==> src/rtl/uart_rx_engine.sv <==
// uart_rx_engine
//
// Receive half of the UART. Oversamples the asynchronous rx line on the
// system clock. Frames 7- or 8-bit characters with optional odd/even parity.
// Presents each received byte with a ready flag and error status.
//
// Ports
//   clock        system clock, all state updates on the rising edge
//   reset        synchronous, active-high reset
//   rx           asynchronous serial input, idles high
//   eight        1 = 8 data bits, 0 = 7 data bits
//   pen          parity enable
//   ohel         parity sense, 1 = odd, 0 = even
//   clear_rdy    one-cycle acknowledge strobe from the processor read decode
//   rx_data      received character, right-justified, bit 7 = 0 in 7-bit mode
//   rx_rdy       byte available
//   framing_err  stop bit sampled low on the last frame
//   parity_err   parity mismatch on the last frame
//   overrun_err  a frame completed while rx_rdy was still set (sticky)

module uart_rx_engine #(
  parameter int CLK_FREQ = 100 * 10**6,
  parameter int BAUD     = 115200
) (
  input  logic       clock,
  input  logic       reset,
  input  logic       rx,
  input  logic       eight,
  input  logic       pen,
  input  logic       ohel,
  input  logic       clear_rdy,
  output logic [7:0] rx_data,
  output logic       rx_rdy,
  output logic       framing_err,
  output logic       parity_err,
  output logic       overrun_err
);

  localparam int          BIT_TIME  = CLK_FREQ / BAUD;
  localparam int          HALF      = BIT_TIME / 2;
  localparam logic [19:0] BIT_TERM  = 20'(BIT_TIME - 1);
  localparam logic [19:0] HALF_TERM = 20'(HALF - 1);

  typedef enum logic [1:0] {
    IDLE,
    START,
    DATA,
    STOP
  } state_t;

  state_t      state;
  state_t      state_next;

  logic        rx_meta;
  logic        rx_s;
  logic        rx_s_d;
  logic [19:0] count;
  logic        tick;
  logic [3:0]  bit_cnt;
  logic [8:0]  shreg;
  logic        eight_f;
  logic        pen_f;
  logic        ohel_f;
  logic [3:0]  n_bits;
  logic        start_edge;
  logic        frame_done;
  logic [8:0]  aligned;
  logic [7:0]  data_bits;
  logic        parity_bit;

  // Two-flop synchronizer plus one delay stage for falling-edge detection.
  // Resetting to 1 makes the line look idle, so a low line after reset does
  // not count as a start edge until rx_s has actually been high.
  always_ff @(posedge clock) begin
    if (reset) begin
      rx_meta <= 1'b1;
      rx_s    <= 1'b1;
      rx_s_d  <= 1'b1;
    end else begin
      rx_meta <= rx;
      rx_s    <= rx_meta;
      rx_s_d  <= rx_s;
    end
  end

  assign start_edge = rx_s_d & ~rx_s;

  // Number of line samples taken in DATA: data bits plus the parity bit.
  assign n_bits = 4'd7 + {3'b000, eight_f} + {3'b000, pen_f};

  // The START state waits half a bit to land in the middle of the start bit;
  // every later sample is a full bit time after the previous one.
  assign tick = (state == START) ? (count == HALF_TERM) : (count == BIT_TERM);

  // State register.
  always_ff @(posedge clock) begin
    if (reset) begin
      state <= IDLE;
    end else begin
      state <= state_next;
    end
  end

  // Next-state logic. frame_done marks the stop-bit sample, which is also
  // the cycle in which all frame results are registered.
  always_comb begin
    state_next = state;
    frame_done = 1'b0;
    case (state)
      IDLE: begin
        if (start_edge) begin
          state_next = START;
        end
      end
      START: begin
        if (tick) begin
          // A high line at the start-bit centre was a glitch.
          state_next = rx_s ? IDLE : DATA;
        end
      end
      DATA: begin
        if (tick && (bit_cnt == n_bits - 4'd1)) begin
          state_next = STOP;
        end
      end
      STOP: begin
        if (tick) begin
          state_next = IDLE;
          frame_done = 1'b1;
        end
      end
      default: begin
        state_next = IDLE;
      end
    endcase
  end

  // Bit timer: restarts on every state change and after every tick.
  always_ff @(posedge clock) begin
    if (reset) begin
      count <= 20'd0;
    end else if ((state == IDLE) || tick || (state_next != state)) begin
      count <= 20'd0;
    end else begin
      count <= count + 20'd1;
    end
  end

  // Frame format is captured at the start edge so mode changes mid-frame
  // cannot corrupt the character being received.
  always_ff @(posedge clock) begin
    if (reset) begin
      eight_f <= 1'b0;
      pen_f   <= 1'b0;
      ohel_f  <= 1'b0;
    end else if ((state == IDLE) && start_edge) begin
      eight_f <= eight;
      pen_f   <= pen;
      ohel_f  <= ohel;
    end
  end

  // Bit counter and shift register. Bits enter at the MSB so that after
  // N samples the first (LSB) bit sits at position 9-N.
  always_ff @(posedge clock) begin
    if (reset) begin
      bit_cnt <= 4'd0;
      shreg   <= 9'd0;
    end else if (state == START) begin
      bit_cnt <= 4'd0;
    end else if ((state == DATA) && tick) begin
      bit_cnt <= bit_cnt + 4'd1;
      shreg   <= {rx_s, shreg[8:1]};
    end
  end

  assign aligned    = shreg >> (4'd9 - n_bits);
  assign data_bits  = eight_f ? aligned[7:0] : {1'b0, aligned[6:0]};
  assign parity_bit = pen_f & (eight_f ? aligned[8] : aligned[7]);

  // Output registers. On the stop-bit sample the set of rx_rdy wins over a
  // coincident clear_rdy, but that clear still suppresses the overrun.
  always_ff @(posedge clock) begin
    if (reset) begin
      rx_data     <= 8'h00;
      rx_rdy      <= 1'b0;
      framing_err <= 1'b0;
      parity_err  <= 1'b0;
      overrun_err <= 1'b0;
    end else if (frame_done) begin
      rx_data     <= data_bits;
      rx_rdy      <= 1'b1;
      framing_err <= ~rx_s;
      parity_err  <= pen_f & ((^data_bits ^ parity_bit) != ohel_f);
      overrun_err <= ~clear_rdy & (overrun_err | rx_rdy);
    end else if (clear_rdy) begin
      rx_rdy      <= 1'b0;
      overrun_err <= 1'b0;
    end
  end

endmodule

==> config.mk <==
export PLATFORM = sky130hd
export DESIGN_NAME = uart_rx_engine
export DESIGN_NICKNAME = d
export VERILOG_FILES = /design/src/rtl/uart_rx_engine.sv
export SDC_FILE = /design/constraint.sdc
export NUM_CORES = 1
export LEC_CHECK = 0
export BUFFER_PORTS_ARGS = -buffer_cell sky130_fd_sc_hd__buf_2
export CAP_MARGIN = 20
export CORE_ASPECT_RATIO = 0.9
export CORE_UTILIZATION = 40
export DETAILED_ROUTE_END_ITERATION = 16
export HOLD_SLACK_MARGIN = 0.08
export PLACE_DENSITY = 0.66
export SETUP_SLACK_MARGIN = 0.4
export SLEW_MARGIN = 15
export SYNTH_ARGS = -nofsm -noshare
export SYNTH_HDL_FRONTEND = slang
export SYNTH_SLANG_ARGS = --single-unit
==> constraint.sdc <==
create_clock -name clock -period 5.93 [get_ports clock]
set_input_delay 0.593 -clock clock [delete_from_list [all_inputs] [get_ports clock]]
set_output_delay 0.593 -clock clock [all_outputs]
set_load 0.01 [all_outputs]
==> flow_summary.yaml <==
layout:
  nets: 316
  fillers: 627
  syn_to_final_growth_pct: 7.849
  layout-drive-gt1-share: 0.1349
  stdcell_count: 391
  diodes: 0
  final_common_cell: "nor2_1"
  final_cell_mix: "nor2_1 (58), dfxtp_1 (53), nand2_1 (29)"
clock_network:
  holdBufCountCts: 0
  cts_sinks: 53
  cts_buffers: 5
  cts-resized-gates: 0
  htree_levels: 2
  postCtsSetupBuffers: 0
  clk_pin_slew_ns: 0.09
  root_buffer: "clkbuf_8"
  clockBufferDepth: 2
  cts_tree: "done"
  clock_latency_ns: 0.30
sta:
  hold_viol: 0
  slew_headroom: 0.3083
  tightest_slew_ns: 1.030
  grt_setup_unrepaired: "no"
  hold_ws_ns: 0.4126
  max_freq_ghz: 0.3161
  finalMaxSlewViolations: 0
  finalWorstSetupSlack_ns: 2.766
  skew_ns: 0.005198
  setup_violations: 0
  fin_crit_sh: 0.5335
  setup_tns_ns: 0
  period_minus_slack_ns: 3.164
logic_synthesis:
  syn-num-nets: 304
  synthDistinctLibCells: 44
  synth_area_leaders: "dfxtp_1 (40%), nor2_1 (8.2%), mux2i_1 (6.8%)"
  synthFlopType: "dfxtp_1"
  netlist_instances: 292
  synth_area_um2: 2646
  synth_edf_count: 0
  synth-seq-cells: 53
  synth_seq_area_share: 0.4009
  yosysWarnings: 0
  yosysTopAreaCell: "dfxtp_1"
  avgSynthCellArea_um2: 9.063
  netlist.area_leader.share: 0.4009
  synth-async-reset-ratio: 0
critical_path:
  cp_data_arrival_time_ns: 3.42
  cp.required_ns: 6.18
  path_max_fanout: 16
  endpoint_kind: "register"
  timing_worst_setup_path_type: "register to register"
  worst_setup_path_start_kind: "register"
global_route:
  grt_max_degree: 33
  antenna_found_initial: 0
  overflow: 0
  grt_pass1_wl_um: 8990
  grt_use_total: 0.1685
  grt_pass1_vias: 1866
placed_design:
  place_congestion: 0.8251
  preCtsSetupSlack_ns: 2.794
  dpl.hpwl_um: 3684
  io_buffers: 18
  dp.cells: 384
detailed_routing:
  firstDrtPassIters: 4
  vias_per_cell: 5.046
  vias: 1973
  wl_per_cell_um: 13.21
  drc: 0
  dr.first_iter.drc_count: 145
  wirelength_um: 5165
  antenna_left: 0
pwr:
  power_leakage_nw: 1.044
  p_per_area_nw_per_um2: 205.8
  ir_drop_uv: 84.81
floorplanning:
  die_area_um2: 6945
  die_x_um: 87.74
  num_rows: 27
  io_pins: 19
  core_area_um2: 6250
  fp.dieH_um: 79.16
  start_util: 0.4234
worst_hold_path:
  hold_path_class: "register to register"
job:
  cap_violations: 0
outcome:
  status: "finished clean"
==> critical path, cell delays in order, from the launching register on <==
cell and delay, ns:
dfxtp_1 0.52, inv_1 0.12, ha_1 0.74, mux4_2 0.62, xnor2_1 0.24, xnor2_1 0.17
xnor2_1 0.10, or4_1 0.51, nand3_1 0.09
==> logic make-up (layout without fill, tap and decap cells) <==
kind of cell / Yosys count / after routing / share of synthesized area
XOR/XNOR: 30 / 30 / 0.1045
AND/OR/NAND/NOR: 141 / 141 / 0.2775
adder cells (fa/ha/maj): 5 / 5 / 0.02364
AO/OA/AOI/OAI: 20 / 20 / 0.04208
flip-flops: 53 / 53 / 0.4009
multiplexers: 25 / 25 / 0.1149
buffers and inverters: 18 / 30 / 0.03640
==> power breakdown <==
part | switching (mW) | internal, mW
clock | 0.110 | 0.0928
sequential | 0.00226 | 0.358
combinational | 0.0147 | 0.0101
==> state kept, by name, summed over array words and instances (netlist names), 2 cells and up <==
signal,flops
rx_data,8
bit_cnt,4
state,2
shreg,9
count,20
==> routing by layer <==
metal  global-route usage  up-vias  wire length [um]
met4              0.06230        0                63
li1                     -     1014                 -
met5                    0        -                 0
met2               0.2318       32              2042
met3              0.04054        8               184
met1               0.2503      919              2875
==> stage by stage <==
| step | util | cell area (um2) | power, mW |
|---|---|---|---|
| 5_1_grt | 0.4567 | 2854 | 0.6105 |
| 6_report | 0.4567 | 2854 | 0.5874 |
| 3_5_place_dp | 0.4428 | 2768 | 0.3930 |
| 4_1_cts | 0.4567 | 2854 | 0.5954 |
| 2_1_floorplan | - | 2646 | 0.3891 |
| 3_3_place_gp | 0.4428 | 2768 | 0.3922 |
==> worst paths after layout <==
check / from / endpoint / slack, ns / cells after the start
min: rx_meta$_SDFF_PP1_ / rx_s$_SDFF_PP1_ / 0.41 / 1
max: eight_f$_SDFFE_PP0P_ / parity_err$_SDFFE_PP0P_ / 2.77 / 8
min reg2reg: rx_meta$_SDFF_PP1_ / rx_s$_SDFF_PP1_ / 0.41 / 1
max reg2reg: eight_f$_SDFFE_PP0P_ / parity_err$_SDFFE_PP0P_ / 2.77 / 8
==> cell type report <==
type | instances | area [um2] | area share
repair buffers | 18 | 90.09 | 0.03157
inverters | 5 | 18.77 | 0.006576
flip-flops and latches | 53 | 1061 | 0.3718
clock buffers | 7 | 86.33 | 0.03025
well taps | 87 | 108.9 | 0.03814
multi-input cells | 221 | 1489 | 0.5217
==> cells in the mapped netlist (all sizes together) (2+ instances only) <==
cell,n
nand3,6
and3b,2
nor3,6
nand2,29
clkbuf,4
nor2,58
ha,5
nand4bb,2
xnor2,13
inv,5
mux2,3
dfxtp,53
a211oi,2
and4,2
or4,2
xor2,16
nor4,3
nand3b,2
a21oi,13
mux2i,18
o21ai,3
nor2b,3
buf,9
nand4,7
or3,2
mux4,4
or2,6
nand2b,4
nor4b,3
No activity file was read; power rests on OpenSTA's default activity.
